[config.mk]
export PLATFORM = sky130hd
export DESIGN_NAME = seg7_scan_decoder
export DESIGN_NICKNAME = d
export VERILOG_FILES = /design/src/rtl/seg7_pkg.sv /design/src/rtl/seg7tohex.sv /design/src/rtl/seg7_scan_decoder.sv
export SDC_FILE = /design/constraint.sdc
export NUM_CORES = 1
export LEC_CHECK = 0
export CAP_MARGIN = 10
export CORE_MARGIN = 8
export CORE_UTILIZATION = 25
export DETAILED_ROUTE_END_ITERATION = 10
export PLACE_DENSITY = 0.42
export SYNTH_ARGS = -nofsm -noshare
export SYNTH_HDL_FRONTEND = slang
export SYNTH_SLANG_ARGS = --single-unit
[constraint.sdc]
create_clock -name clock -period 1.6 [get_ports clock]
set_clock_uncertainty 0.15 [all_clocks]
set_input_delay 0.32 -clock clock [delete_from_list [all_inputs] [get_ports clock]]
set_output_delay 0.32 -clock clock [all_outputs]
set_load 0.01 [all_outputs]
[src/rtl/seg7_pkg.sv]
// Shared constants for the 7-segment scan decoder: segment bit order and the
// gfedcba pattern table for the hex digits 0..F.
package seg7_pkg;

  localparam int SEG_W = 7;
  localparam int SEG_A = 0;
  localparam int SEG_G = SEG_W - 1;

  // Entry i is the exact pattern that decodes to nibble i.
  localparam logic [15:0][SEG_W-1:0] SEG_PATTERNS = {
    7'h71, 7'h79, 7'h5E, 7'h39, 7'h7C, 7'h77, 7'h6F, 7'h7F,
    7'h07, 7'h7D, 7'h6D, 7'h66, 7'h4F, 7'h5B, 7'h06, 7'h3F
  };

endpackage

[src/rtl/seg7tohex.sv]
// Combinational exact-match decode of an active-high gfedcba segment pattern
// into a hex nibble; any pattern outside the table is flagged illegal.
module seg7tohex
  import seg7_pkg::*;
(
  input  logic [SEG_G:SEG_A] seg,
  output logic [3:0]         nibble,
  output logic               legal
);

  always_comb begin
    nibble = '0;
    legal  = 1'b0;
    for (int i = 0; i < 16; i++) begin
      if (seg == SEG_PATTERNS[i]) begin
        nibble = 4'(i);
        legal  = 1'b1;
      end
    end
  end

endmodule

[src/rtl/seg7_scan_decoder.sv]
// Recovers a hex value from a multiplexed 7-segment display scan: each digit is
// captured once after its select/segment lines have been stable long enough.
module seg7_scan_decoder
  import seg7_pkg::*;
#(
  parameter int NDIG           = 4,
  parameter int STABLE         = 3,
  parameter bit SEG_ACTIVE_LOW = 1'b0
) (
  input  logic              clock,
  input  logic              reset,
  input  logic [NDIG-1:0]   digit_en,
  input  logic [SEG_W-1:0]  segments,
  output logic [NDIG*4-1:0] value,
  output logic [NDIG-1:0]   digit_ok,
  output logic              valid,
  output logic              error,
  output logic              frame_done
);

  localparam int         SW      = NDIG + SEG_W;
  localparam logic [3:0] CNT_MAX = 4'(STABLE - 1);
  localparam logic [3:0] CAP_AT  = 4'(STABLE - 2);

  // Reset asserts asynchronously but releases on a clock edge.
  logic [1:0] rst_sync_q, rst_sync_d;
  logic       rst_n;

  always_comb rst_sync_d = {rst_sync_q[0], 1'b1};

  always_ff @(posedge clock or negedge reset) begin
    if (!reset) rst_sync_q <= '0;
    else        rst_sync_q <= rst_sync_d;
  end

  assign rst_n = rst_sync_q[1];

  logic [SW-1:0]          sample_q, sample_d;
  logic [3:0]             cnt_q, cnt_d;
  logic                   captured_q, captured_d;
  logic [NDIG-1:0][3:0]   nib_q, nib_d;
  logic [NDIG-1:0]        ok_q, ok_d;
  logic                   error_q, error_d;
  logic                   frame_done_q, frame_done_d;

  logic [SEG_W-1:0] seg_in;
  logic [3:0]       dec_nib;
  logic             legal;
  logic             match, blank, onehot, fire;

  assign seg_in = SEG_ACTIVE_LOW ? ~segments : segments;

  seg7tohex u_dec (
    .seg    (seg_in),
    .nibble (dec_nib),
    .legal  (legal)
  );

  always_comb begin
    sample_d = {digit_en, segments};
    match    = (sample_d == sample_q);
    blank    = (digit_en == '0);
    onehot   = !blank && ((digit_en & (digit_en - NDIG'(1))) == '0);
    // captured_q keeps a saturated dwell from firing again until inputs change.
    fire     = match && !blank && !captured_q && (cnt_q >= CAP_AT);

    cnt_d      = '0;
    captured_d = 1'b0;
    if (match && !blank) begin
      cnt_d      = (cnt_q == CNT_MAX) ? cnt_q : cnt_q + 4'd1;
      captured_d = captured_q | fire;
    end

    nib_d        = nib_q;
    ok_d         = ok_q;
    error_d      = 1'b0;
    frame_done_d = 1'b0;
    if (fire) begin
      if (onehot && legal) begin
        for (int i = 0; i < NDIG; i++) begin
          if (digit_en[i]) begin
            nib_d[i] = dec_nib;
            ok_d[i]  = 1'b1;
          end
        end
        frame_done_d = digit_en[NDIG-1] && (&ok_d);
      end else begin
        error_d = 1'b1;
        if (onehot) ok_d = ok_q & ~digit_en;
      end
    end
  end

  always_ff @(posedge clock or negedge rst_n) begin
    if (!rst_n) begin
      sample_q     <= '0;
      cnt_q        <= '0;
      captured_q   <= 1'b0;
      nib_q        <= '0;
      ok_q         <= '0;
      error_q      <= 1'b0;
      frame_done_q <= 1'b0;
    end else begin
      sample_q     <= sample_d;
      cnt_q        <= cnt_d;
      captured_q   <= captured_d;
      nib_q        <= nib_d;
      ok_q         <= ok_d;
      error_q      <= error_d;
      frame_done_q <= frame_done_d;
    end
  end

  assign value      = nib_q;
  assign digit_ok   = ok_q;
  assign valid      = &ok_q;
  assign error      = error_q;
  assign frame_done = frame_done_q;

endmodule

Yosys cells after proc, flatten, opt, wreduce, memory -nomap -nowiden
Index checks and enable logic that the tools add are counted.
Widths: inputs -> output; s select.
{"block": "word_totals", "register_bits": 40, "inputBits": 13, "output_inout_bits": 23}
{"block": "classes", "addsub": 2, "n_lt_le_gt_ge": 1, "eq_ne": 19, "mux": 52, "bitwise_logic": 4, "reduce_logical": 18}
{"op": "$eq 7x7->1 const B", "n": 12}
{"op": "$mux 4", "n": 12}
{"op": "$mux 1", "n": 34}
{"op": "$eq 7x3->1 const B", "n": 2}
{"op": "$eq 7x6->1 const B", "n": 2}
{"op": "$mux 3", "n": 4}
{"op": "$reduce_and 3->1", "n": 4}
{"op": "$eq 11x11->1", "n": 1}
{"op": "$and 4x4->4", "n": 2}
{"op": "$logic_not 4->1", "n": 2}
{"op": "$reduce_and 4->1", "n": 2}
{"op": "$logic_and 1x1->1", "n": 6}
{"op": "$add 4x1->4 const B", "n": 1}
{"op": "$eq 4x2->1 const B", "n": 1}
{"op": "$ge 4x1->1 const B", "n": 1}
{"op": "$mux 2", "n": 2}
{"op": "$not 4->4", "n": 1}
{"op": "$sub 4x1->4 const B", "n": 1}
{"op": "$logic_not 1->1", "n": 2}
{"op": "$ne 2x2->1 const B", "n": 1}
{"op": "$reduce_and 2->1", "n": 1}
{"op": "$reduce_bool 2->1", "n": 1}
{"op": "$or 1x1->1", "n": 1}

Depth between registers and ports, before layout
{"block": "logic_depth", "depth_word": 24, "mapped_depth": 7, "mapped_depth_nobuf": 7}

Cells and area by module
From an unflattened synthesis, not the netlist that was laid out.
{"block": "hier_totals", "hier_cells": 189, "area_unflattened_um2": 2112.0}
{"mod": "seg7_scan_decoder", "instances": 1, "cells_per_inst": 136, "area_each_um2": 1744.2, "seq_area_each_um2": 1001.0}
{"mod": "seg7tohex", "instances": 1, "cells_per_inst": 53, "area_each_um2": 367.9, "seq_area_each_um2": 0.0}

Worst setup path after synthesis
Ideal clock, no wire load.
{"block": "synth_path", "path_type": "input -> register", "startpoint": "input port segments[3]", "endpoint": "register nib_q (netlist bit value[1])", "setup_ps": 125, "arrival_time_ps": 2041, "setup_slack_ps": -716, "cell_stages": 6, "path_buffers": 1, "cell_sequence": "buf_2 or4_1 a211oi_2 a211oi_2 a211oi_2 mux2_2"}
{"block": "synth_between", "elab_chain_len": 19}
{"element": "start: declaration", "line": "seg7_scan_decoder.sv:13", "text": "input logic [SEG_W-1:0] segments,"}
{"element": "$eq 7x6->1", "line": "seg7tohex.sv:15", "text": "if (seg == SEG_PATTERNS[i]) begin"}
{"element": "$mux 1 (16 in series)", "line": "seg7tohex.sv:15"}
{"element": "$logic_and 1x1->1", "line": "seg7_scan_decoder.sv:79", "text": "if (onehot && legal) begin"}
{"element": "$reduce_and 3->1 (no line)"}
{"element": "end signal: assignment", "line": "seg7_scan_decoder.sv:107", "text": "nib_q <= nib_d;"}
{"element": "end: declaration", "line": "seg7_scan_decoder.sv:41", "text": "logic [NDIG-1:0][3:0] nib_q, nib_d;"}
Several ways; a longest one is shown, not always the timed one.
A chain may end at the register's enable or synchronous reset.

Worst setup path after layout
{"block": "layout_path", "startpoint": "register sample_q[2]", "endpoint": "register nib_q (netlist bit value[1])"}
{"block": "layout_between", "elab_chain_len": 5}
{"element": "start: declaration", "line": "seg7_scan_decoder.sv:38", "text": "logic [SW-1:0] sample_q, sample_d;"}
{"element": "start signal: assignment", "line": "seg7_scan_decoder.sv:104", "text": "sample_q <= sample_d;"}
{"element": "$eq 11x11->1", "line": "seg7_scan_decoder.sv:61", "text": "match = (sample_d == sample_q);"}
{"element": "$logic_and 1x1->1 (3 in series)", "line": "seg7_scan_decoder.sv:65", "text": "fire = match && !blank && !captured_q && (cnt_q >= CAP_AT);"}
{"element": "$reduce_and 3->1 (no line)"}
No other way between the ends.

==> results.md <==
* Util after Layout at between 40% and 50%
* Pre-antenna DRT Iters at 4
* Main flop type after synthesis: dfrtp_1
* Syn_nets at between 150 and 200
* Critical path launch point type: register
* Nets@finish at between 200 and 300
* Mux cell area share after synthesis at roughly an eighth
* FF+latch count, synth at 40
* Initial antenna violation count at 0
* Drt total wl at about 5600 µm
* Crit-path cells: xor2_1, nor4_1, nand4_1, buf_6, a211oi_2, buf_4, mux2_4
* CP max-delay cell: dfrtp_1
* RSZ-0062 raised after global routing: true
* Vias in the first global route at approximately 1900
* Core Region at approximately 0.0081 mm²
* Syn Inst Count at 180
* Sequential fraction of the synthesis area at 48.2%
* Buf/Inv on CP at 2
* DP HPWL at between 4000 and 5000 µm
* Gr ovfl total at 0
* Register-to-register setup slack at -0.54 ns
* Run status: finished, violations left
* Crit-path max cell delay at between 0.3 and 0.4 ns
* DRT met1 WL at 2570 µm
* Gr usage total at a little over a tenth
* Worst Path Required at about 1.6 ns
* Final Max Tran Viols at 0
* Clk buf depth at 2
* Max IR drop VDD at between 0.2 and 0.3 mV
* Ys Warns at 0
* Share of cells above drive strength 1 at a little under half
* Area growth from synthesis to layout at 57.2%
* Final min period at about 2.1 ns
* Number of buffers added on ports at 35
* Top sig layer: met4
* Largest net degree at the start of global routing at 39
* Worst path arrival time at between 2 and 2.5 ns
* DIE WIDTH at between 100 and 150 µm
* Largest family of logic cells by synthesized area: simple AND/OR/NAND/NOR gates
* Starting DRC count in detailed routing at 29
* Mapped cell area at between 0.002 and 0.0025 mm²
* Clk root buf: clkbuf_8
* CTS sink count at 40
* Global-route wire length before repair at 9650 µm
* Post-synthesis xor/xnor area fraction at between 7 and 8%
* # diodes at 0
* Setup violators final at 22
* Die area at around 0.011 mm²
* WL met3 at between 150 and 200 µm
* PwrDens at 683 mW/mm²
* CTS tree: built
* Mean Syn Cell Area at around 12 µm²
* Final hold vios at 0
* Cell area after layout at about 0.0033 mm²
* Residual DRC count at 0
* Starting Density at around 26%
* Mean number of vias per cell at 4.52
* Vias at between 1500 and 2000
* Overall power at 0.00223 W
* Failing checks: setup timing
* Crit-path max FO at 5
* Met2 WL at 2720 µm
* DRT antenna net count at 0
* Max-cap viol count at 0
* WL per Instance at approximately 15 µm
* FILL cells at 816
* Worst skew pair latency at a little under 0.3 ns
* Clock transition at the registers of the reported paths at 0.08 ns
* Pleak at roughly 1.6 nW
* Die Y at between 100 and 150 µm
* Hold crit path type: primary input to asynchronous set/reset pin
* Fin crit share at 134%
* H-tree levels at 2
* Worst setup margin at -0.544 ns
* Max Fclk at about 470 MHz
* EDFF count, synth at 0
* Netlist cell types at 45
* Core Rows at 33
* Placed Area at just under 0.003 mm²
* GPL Wtd Cong at about 0.85
* FFs w/ async S/R, synth at 100%
* Adder-cell area share of the yosys netlist at 2.41%
* CP Class: register to register
* Cts hold-fix bufs at 0
* Post-synthesis simple-gate area fraction at between 10% and 20%
* CP Capture Type: register
* Top Family by Delay on Critical Path: simple AND/OR/NAND/NOR gates
* Ports at 36
* Area fraction in compound gates after synthesis at 11.1%
* CTS Buf Count at 5
-- cells in the final DEF (no fill, tap or decap), drive strengths merged, types with 5 or more instances in the layout --
master	netlist	routed
buf	6	63
dfrtp	40	40
clkbuf	5	9
nor4	7	7
o21ai	6	6
xor2	14	14
nand3	6	6
dlygate4sd2	0	24
nor2	6	6
nand2	9	9
inv	5	5
mux2	19	19
a211oi	5	5
-- registers in the layout (all words and copies together), names as in the netlist, named ones only --
name and cells:
captured_q 1, cnt_q 4, error 1, frame_done 1
rst_sync_q 2, sample_q 11, value 16
-- worst register-to-register path, delay by kind of cell, from the launching register on --
family	cells	cell delay [ns]
compound gates	1	0.18
xor+xnor	1	0.18
buf+inv	2	0.34
flops	1	0.37
mux	1	0.30
simple gates	2	0.50
-- power breakdown --
group | switching, W | internal (W) | total [W]
Clock | 0.000354 | 0.000551 | 0.000904
Sequential | 0.00000755 | 0.00103 | 0.00103
Combinational | 0.000157 | 0.000135 | 0.000292
Total | 0.000518 | 0.00171 | 0.00223
-- timing repair --
| action | 4_1_cts | 5_1_grt |
|---|---|---|
| pin swaps | 21 | 8 |
| gates resized for setup | 87 | 17 |
| endpoints found under the setup margin | 50 | 31 |
| setup buffers | 9 | 4 |
| cloned | 0 | 0 |
-- area by class of cell --
cell class	count	area [µm²]	share of cell area [%]
clock buffer	7	96.3	2.95
clock inverter	1	30.0	0.920
multi-input combinational	124	1220	37.5
inverter	5	18.8	0.575
tap	105	131	4.02
timing repair buffer	94	763	23.4
sequential	40	1000	30.7
-- Yosys cell counts, drive strengths merged (3+ instances only) --
cell type | instances | area (µm²)
dfrtp | 40 | 1000
mux2 | 19 | 229
xor2 | 14 | 123
nand2 | 9 | 33.8
nor4 | 7 | 43.8
buf | 6 | 35.0
nand3 | 6 | 30.0
nor2 | 6 | 22.5
o21ai | 6 | 30.0
a211oi | 5 | 62.6
clkbuf | 5 | 18.8
inv | 5 | 18.8
ha | 4 | 50.1
nor3 | 4 | 20.0
a21oi | 3 | 15.0
nand3b | 3 | 22.5
nand4 | 3 | 18.8
xnor2 | 3 | 26.3
-- metrics by stage --
step / hold WS, ns / setup TNS, ns / instances / worst slack (ns)
3_5_place_dp: 0.173 / -28.45 / 363 / -1.27
2_1_floorplan: -0.126 / -10.87 / 180 / -0.598
6_report: 0.0307 / -10.07 / 376 / -0.544
3_3_place_gp: 0.177 / -28.11 / 363 / -1.27
4_1_cts: 0.0202 / -10.73 / 373 / -0.544
5_1_grt: 0.0259 / -13.16 / 376 / -0.671
-- final timing paths --
kind                                     from                    endpoint  depth (start not counted)
worst min-delay path                    reset               rst_sync_q[0]                          1
worst max-delay path              sample_q[2]                    value[1]                          7
worst min register to register  rst_sync_q[1]  asynchronous set/reset pin                          1
max in group asynchronous       rst_sync_q[1]                   value[11]                          1
min in group clock                segments[4]                 sample_q[4]                          1
worst max register to register    sample_q[2]                    value[1]                          7
-- cell families (layout without fill, tap and decap cells) --
family / count (synthesis) / in the layout
XOR/XNOR: 17 / 17
flip-flops: 40 / 40
AND/OR/NAND/NOR: 54 / 54
multiplexers: 21 / 21
buffers and inverters: 16 / 107
adder cells (fa/ha/maj): 4 / 4
other: 1 / 1
AO/OA/AOI/OAI: 27 / 27
-- layer usage --
layer  global-route usage [%]  vias to the layer above
met3                     2.34                        9
met1                     12.6                      834
met4                     3.92                        0
met2                     17.7                       25
met5                        0                        -
li1                         -                      831
Power figures use the tool's default switching activity.
